<file path="config.mk">
export PLATFORM = sky130hd
export DESIGN_NAME = tow_referee
export DESIGN_NICKNAME = d
export VERILOG_FILES = /design/src/rtl/tow_referee.sv
export SDC_FILE = /design/constraint.sdc
export NUM_CORES = 1
export LEC_CHECK = 0
export CORE_MARGIN = 10
export CORE_UTILIZATION = 65
export CTS_CLUSTER_DIAMETER = 50
export DETAILED_ROUTE_END_ITERATION = 6
export DONT_BUFFER_PORTS = 1
export PLACE_DENSITY = 0.81
export SETUP_SLACK_MARGIN = 0.02
export SLEW_MARGIN = 20
export SYNTH_ARGS = -nofsm -noshare
export SYNTH_HDL_FRONTEND = slang
export SYNTH_SLANG_ARGS = --single-unit
</file>
<file path="constraint.sdc">
create_clock -name clk -period 5.1 [get_ports clk]
set_clock_uncertainty 0.1 [all_clocks]
set_input_delay 0.51 -clock clk [delete_from_list [all_inputs] [get_ports clk]]
set_output_delay 0.51 -clock clk [all_outputs]
set_load 0.01 [all_outputs]
</file>
<file path="src/rtl/tow_referee.sv">
// tow_referee: Tug of War game sequencer.
// Conditions both player keys, arbitrates simultaneous presses, moves one lit
// LED across a 9-LED field, scores round wins and declares the match winner.
// Optional feature macro: TOW_CPU_PLAYER_EN (LFSR-driven CPU right player).
module tow_referee #(
    parameter int HOLD_CYCLES = 50000000,
    parameter int MAX_SCORE   = 7
) (
    input  logic       clk,
    input  logic       reset,
    input  logic       key_l,
    input  logic       key_r,
`ifdef TOW_CPU_PLAYER_EN
    input  logic       tick,
    input  logic [2:0] cpu_level,
`endif
    output logic [8:0] led,
    output logic [2:0] score_l,
    output logic [2:0] score_r,
    output logic [1:0] round_win,
    output logic       match_over,
    output logic       winner_l
);

    // state      | meaning
    // S_PLAY     | field lit, presses move the LED
    // S_HOLD     | field dark after a round win, counting to recentre
    // S_MATCH    | a player reached MAX_SCORE, everything frozen until reset
    typedef enum logic [1:0] {S_PLAY = 2'd0, S_HOLD = 2'd1, S_MATCH = 2'd2} state_t;

    localparam int CW = $clog2(HOLD_CYCLES + 1);
    localparam logic [CW-1:0] HOLD_LAST = CW'(HOLD_CYCLES - 1);
    localparam logic [2:0]    SCORE_PRE = 3'(MAX_SCORE - 1);
    localparam logic [3:0]    POS_CTR   = 4'd4;

    state_t        state, state_nxt;
    logic [3:0]    pos;
    logic [CW-1:0] hold_cnt;

    logic l_s1, l_s2, l_prev;
    logic press_l, press_r;

    // left key: 2-FF synchronizer plus previous-value register for edge detect
    always_ff @(posedge clk or posedge reset) begin
        if (reset) begin
            l_s1   <= 1'b0;
            l_s2   <= 1'b0;
            l_prev <= 1'b0;
        end else begin
            l_s1   <= key_l;
            l_s2   <= l_s1;
            l_prev <= l_s2;
        end
    end

    assign press_l = l_s2 & ~l_prev;

`ifdef TOW_CPU_PLAYER_EN
    logic [9:0] lfsr;
    logic       cpu_press;

    // CPU player: free-running x^10+x^7+1 LFSR, press registered once
    always_ff @(posedge clk or posedge reset) begin
        if (reset) begin
            lfsr      <= 10'h001;
            cpu_press <= 1'b0;
        end else begin
            lfsr      <= {lfsr[8:0], lfsr[9] ^ lfsr[6]};
            cpu_press <= tick & (lfsr[2:0] < cpu_level);
        end
    end

    assign press_r = cpu_press;
`else
    logic r_s1, r_s2, r_prev;

    // right key: 2-FF synchronizer plus previous-value register for edge detect
    always_ff @(posedge clk or posedge reset) begin
        if (reset) begin
            r_s1   <= 1'b0;
            r_s2   <= 1'b0;
            r_prev <= 1'b0;
        end else begin
            r_s1   <= key_r;
            r_s2   <= r_s1;
            r_prev <= r_s2;
        end
    end

    assign press_r = r_s2 & ~r_prev;
`endif

    // simultaneous presses cancel; moves and wins only count while playing
    logic mv_l, mv_r, win_l, win_r;
    assign mv_l  = (state == S_PLAY) & press_l & ~press_r;
    assign mv_r  = (state == S_PLAY) & press_r & ~press_l;
    assign win_l = mv_l & (pos == 4'd8);
    assign win_r = mv_r & (pos == 4'd0);

    // state register
    always_ff @(posedge clk or posedge reset) begin
        if (reset) state <= S_PLAY;
        else       state <= state_nxt;
    end

    // next-state logic
    always_comb begin
        state_nxt = state;
        case (state)
            S_PLAY: begin
                if (win_l)      state_nxt = (score_l == SCORE_PRE) ? S_MATCH : S_HOLD;
                else if (win_r) state_nxt = (score_r == SCORE_PRE) ? S_MATCH : S_HOLD;
            end
            S_HOLD: begin
                if (hold_cnt == HOLD_LAST) state_nxt = S_PLAY;
            end
            S_MATCH: state_nxt = S_MATCH;
            default: state_nxt = S_PLAY;
        endcase
    end

    // datapath: position, hold timer, scores, win pulse and winner flag
    always_ff @(posedge clk or posedge reset) begin
        if (reset) begin
            pos       <= POS_CTR;
            hold_cnt  <= '0;
            score_l   <= 3'd0;
            score_r   <= 3'd0;
            round_win <= 2'b00;
            winner_l  <= 1'b0;
        end else begin
            round_win <= {win_l, win_r};
            if (win_l) begin
                score_l <= score_l + 3'd1;
                pos     <= POS_CTR;
                if (score_l == SCORE_PRE) winner_l <= 1'b1;
            end else if (win_r) begin
                score_r <= score_r + 3'd1;
                pos     <= POS_CTR;
            end else if (mv_l) begin
                pos <= pos + 4'd1;
            end else if (mv_r) begin
                pos <= pos - 4'd1;
            end

            if (state == S_HOLD) begin
                if (hold_cnt == HOLD_LAST) begin
                    hold_cnt <= '0;
                    pos      <= POS_CTR;
                end else begin
                    hold_cnt <= hold_cnt + 1'b1;
                end
            end else begin
                hold_cnt <= '0;
            end
        end
    end

    // outputs: field is lit only while playing
    always_comb begin
        led        = 9'b0;
        match_over = 1'b0;
        case (state)
            S_PLAY:  led = 9'(9'b1 << pos);
            S_MATCH: match_over = 1'b1;
            default: led = 9'b0;
        endcase
    end

endmodule

</file>
==> impl_metrics.env <==
export IMPL_port_buffers=0
export IMPL_finalHoldViolCount=0
export IMPL_synth_avg_cell_area_um2=10.48
export IMPL_firstDrtPassIters=4
export IMPL_slew_headroom_pct=35.25
export IMPL_layout_commonest_cell="dfrtp_1"
export IMPL_syn_area_mm2=0.002420
export IMPL_seq_area_frac_synth_pct=48.66
export IMPL_timing_worst_setup_path_type="register to register"
export IMPL_postCtsSetupRepairBufs=0
export IMPL_dr_max_layer_used="met4"
export IMPL_multi_input_area_mm2=0.001135
export IMPL_drtIter0Drc=68
export IMPL_critPathCaptureType="register"
export IMPL_clk_latency_ps=310
export IMPL_hold_buffers=0
export IMPL_ios=23
export IMPL_antenna_found_initial=0
export IMPL_fin_crit_sh_pct=49.96
export IMPL_core_area_mm2=0.003633
export IMPL_maxCapViolCount=0
export IMPL_drc=0
export IMPL_power_total_mw=0.9450
export IMPL_die_area_mm2=0.006563
export IMPL_wl_met2_um=1974
export IMPL_peakVddDrop_uv=268.9
export IMPL_syn_inst=231
export IMPL_grt_max_degree=48
export IMPL_fin_crit_ps=2548
export IMPL_initial_utilization_pct=66.60
export IMPL_clkTransAtPathRegs_ps=80
export IMPL_yosysUniqueCellTypes=39
export IMPL_startpoint="hold_cnt[8]$_DFF_PP0_"
export IMPL_worstPathMaxFanout=26
export IMPL_arrival_ps=2600
export IMPL_row_count=22
export IMPL_wl_met1_um=1937
export IMPL_antenna_cells=0
export IMPL_gr_total_overflow=0
export IMPL_vias=1605
export IMPL_setup_tns_ps=0
export IMPL_worstPathRequired_ps=5150
export IMPL_cts_made_buffers=5
export IMPL_p_per_area_mw_per_mm2=378.8
export IMPL_nFillCells=276
export IMPL_maxSlewViolCount=0
export IMPL_avgViaCountPerCell=5.753
export IMPL_ctsResizeCount=0
export IMPL_rsz0062_at_grt="no"
export IMPL_met3_wirelength_um=267
export IMPL_drive_above_1_share_pct=6.926
export IMPL_outcome="completed"
export IMPL_cts_sinks=47
export IMPL_max_stage_delay_ps=700
export IMPL_ys_flop_type="dfrtp_1"
export IMPL_layout_common_cells="dfrtp_1, nor2_1, xor2_1"
export IMPL_leakagePower_nw=1.116
export IMPL_finalWirelength_um=4285
export IMPL_max_freq_mhz=392.4
export IMPL_crit_chain="nor4b_2 > nand4_1 > or4_4 > nand2b_1 > nor2_1"
export IMPL_rrSetupSlack_ps=2550
export IMPL_grt_pass1_wl_um=7383
export IMPL_area_sequential_mm2=0.001177
export IMPL_grt_total_usage_pct=14.29
export IMPL_synth_nets=247
export IMPL_setup_viol=0
export IMPL_synth_seq_cells=47
export IMPL_worst_path_max_delay_cell="nand2b_1"
export IMPL_gp_congestion=0.8436
export IMPL_nets=246
export IMPL_root_buffer="clkbuf_8"
export IMPL_fp_dieH_um=81.02
export IMPL_area_growth_pct=3.102
export IMPL_detail_route_wl_per_cell_um=15.36
export IMPL_htree_num_levels=2
export IMPL_min_from="key_l"
export IMPL_cp_start_kind="register"
export IMPL_cts_tree="yes"
export IMPL_cts_path_max_buffers=2
export IMPL_die_w_um=81.02
export IMPL_worstMarginPinSlew_ps=971.2
export IMPL_hp_class="input pin to register"
export IMPL_async_flop_share_pct=100.0
export IMPL_ys_warnings_count=0
export IMPL_drtAntennaViolNets=0
export IMPL_grt_pass1_vias=1632
export IMPL_dp_hpwl_um=3076
export IMPL_synth_edf_count=0
export IMPL_rr_startpoint="hold_cnt[8]$_DFF_PP0_"
-- final cells by class --
type	count	share of cell area, %
clock buffer	5	2.758
tap	48	2.407
sequential	47	47.19
clock inverter	3	0.8024
multi-input combinational	167	45.49
inverter	9	1.354
-- worst paths after layout --
kind,endpoint,cells past startpoint
setup / recovery,hold_cnt[8]$_DFF_PP0_,5
hold / removal,l_s1$_DFF_PP0_,0
setup reg to reg,hold_cnt[8]$_DFF_PP0_,5
hold reg to reg,l_s2$_DFF_PP0_,0
max in group asynchronous,hold_cnt[22]$_DFF_PP0_,1
min in group asynchronous,l_prev$_DFF_PP0_,1
-- registers in the layout, indices dropped and copies added (netlist names) --
name	cells
state	2
l_prev	1
r_s1	1
score_l	3
r_s2	1
l_s2	1
hold_cnt	26
score_r	3
pos	4
r_prev	1
winner_l	1
l_s1	1
round_win	2
-- through the flow --
stage               cell area (µm²)  hold slack [ps]  utilization, %  cells  setup WS, ps
finish                         2495            128.0           68.66    279          2552
global route                   2495            108.5           68.66    279          2369
CTS                            2495            121.1           68.66    279          2528
detailed placement             2406            241.6           66.22    271          2550
global placement               2406            234.6           66.22    271          2613
floorplan                      2420            231.2               -    231          3114
-- logic make-up after synthesis --
family,Yosys count,synth area share (%)
and+or+nand+nor,115,26.42
DFF,47,48.66
xor gates and xnor gates,31,11.22
buffers and inverters,17,4.446
adders and majority gates,12,6.205
AOI/OAI and AO/OA,7,2.224
muxes,2,0.8273
-- synth_stat cells, drive strengths merged, types with 4 or more instances --
cell type | n | area (µm²)
and3 | 6 | 37.54
and4 | 5 | 43.79
buf | 4 | 57.55
clkbuf | 4 | 16.26
dfrtp | 46 | 1151
ha | 12 | 150.1
inv | 9 | 33.78
nand2 | 18 | 67.56
nand2b | 4 | 25.02
nand3 | 13 | 65.06
nand4 | 9 | 56.30
nor2 | 35 | 131.4
nor3 | 4 | 25.02
nor4 | 4 | 31.28
nor4b | 4 | 56.30
xnor2 | 12 | 105.1
xor2 | 19 | 166.4
-- per-layer routing --
layer  GRT usage [%]  vias to the layer above
met5               0                        -
met4           6.574                        0
met3           4.857                       11
met2           22.21                       40
met1           17.62                      765
li1                -                      789
-- critical path, delay by kind of cell (launching register included) --
family | cells | cell delay (ps)
flops | 1 | 440
simple gates | 5 | 1840
-- power by group --
group / total [mW] / internal (mW) / switching, mW
registers: 0.488 / 0.420 / 0.0683
logic: 0.234 / 0.0880 / 0.146
clock network: 0.223 / 0.0954 / 0.128
total: 0.945 / 0.603 / 0.342
(Power assumes the default switching activity.)
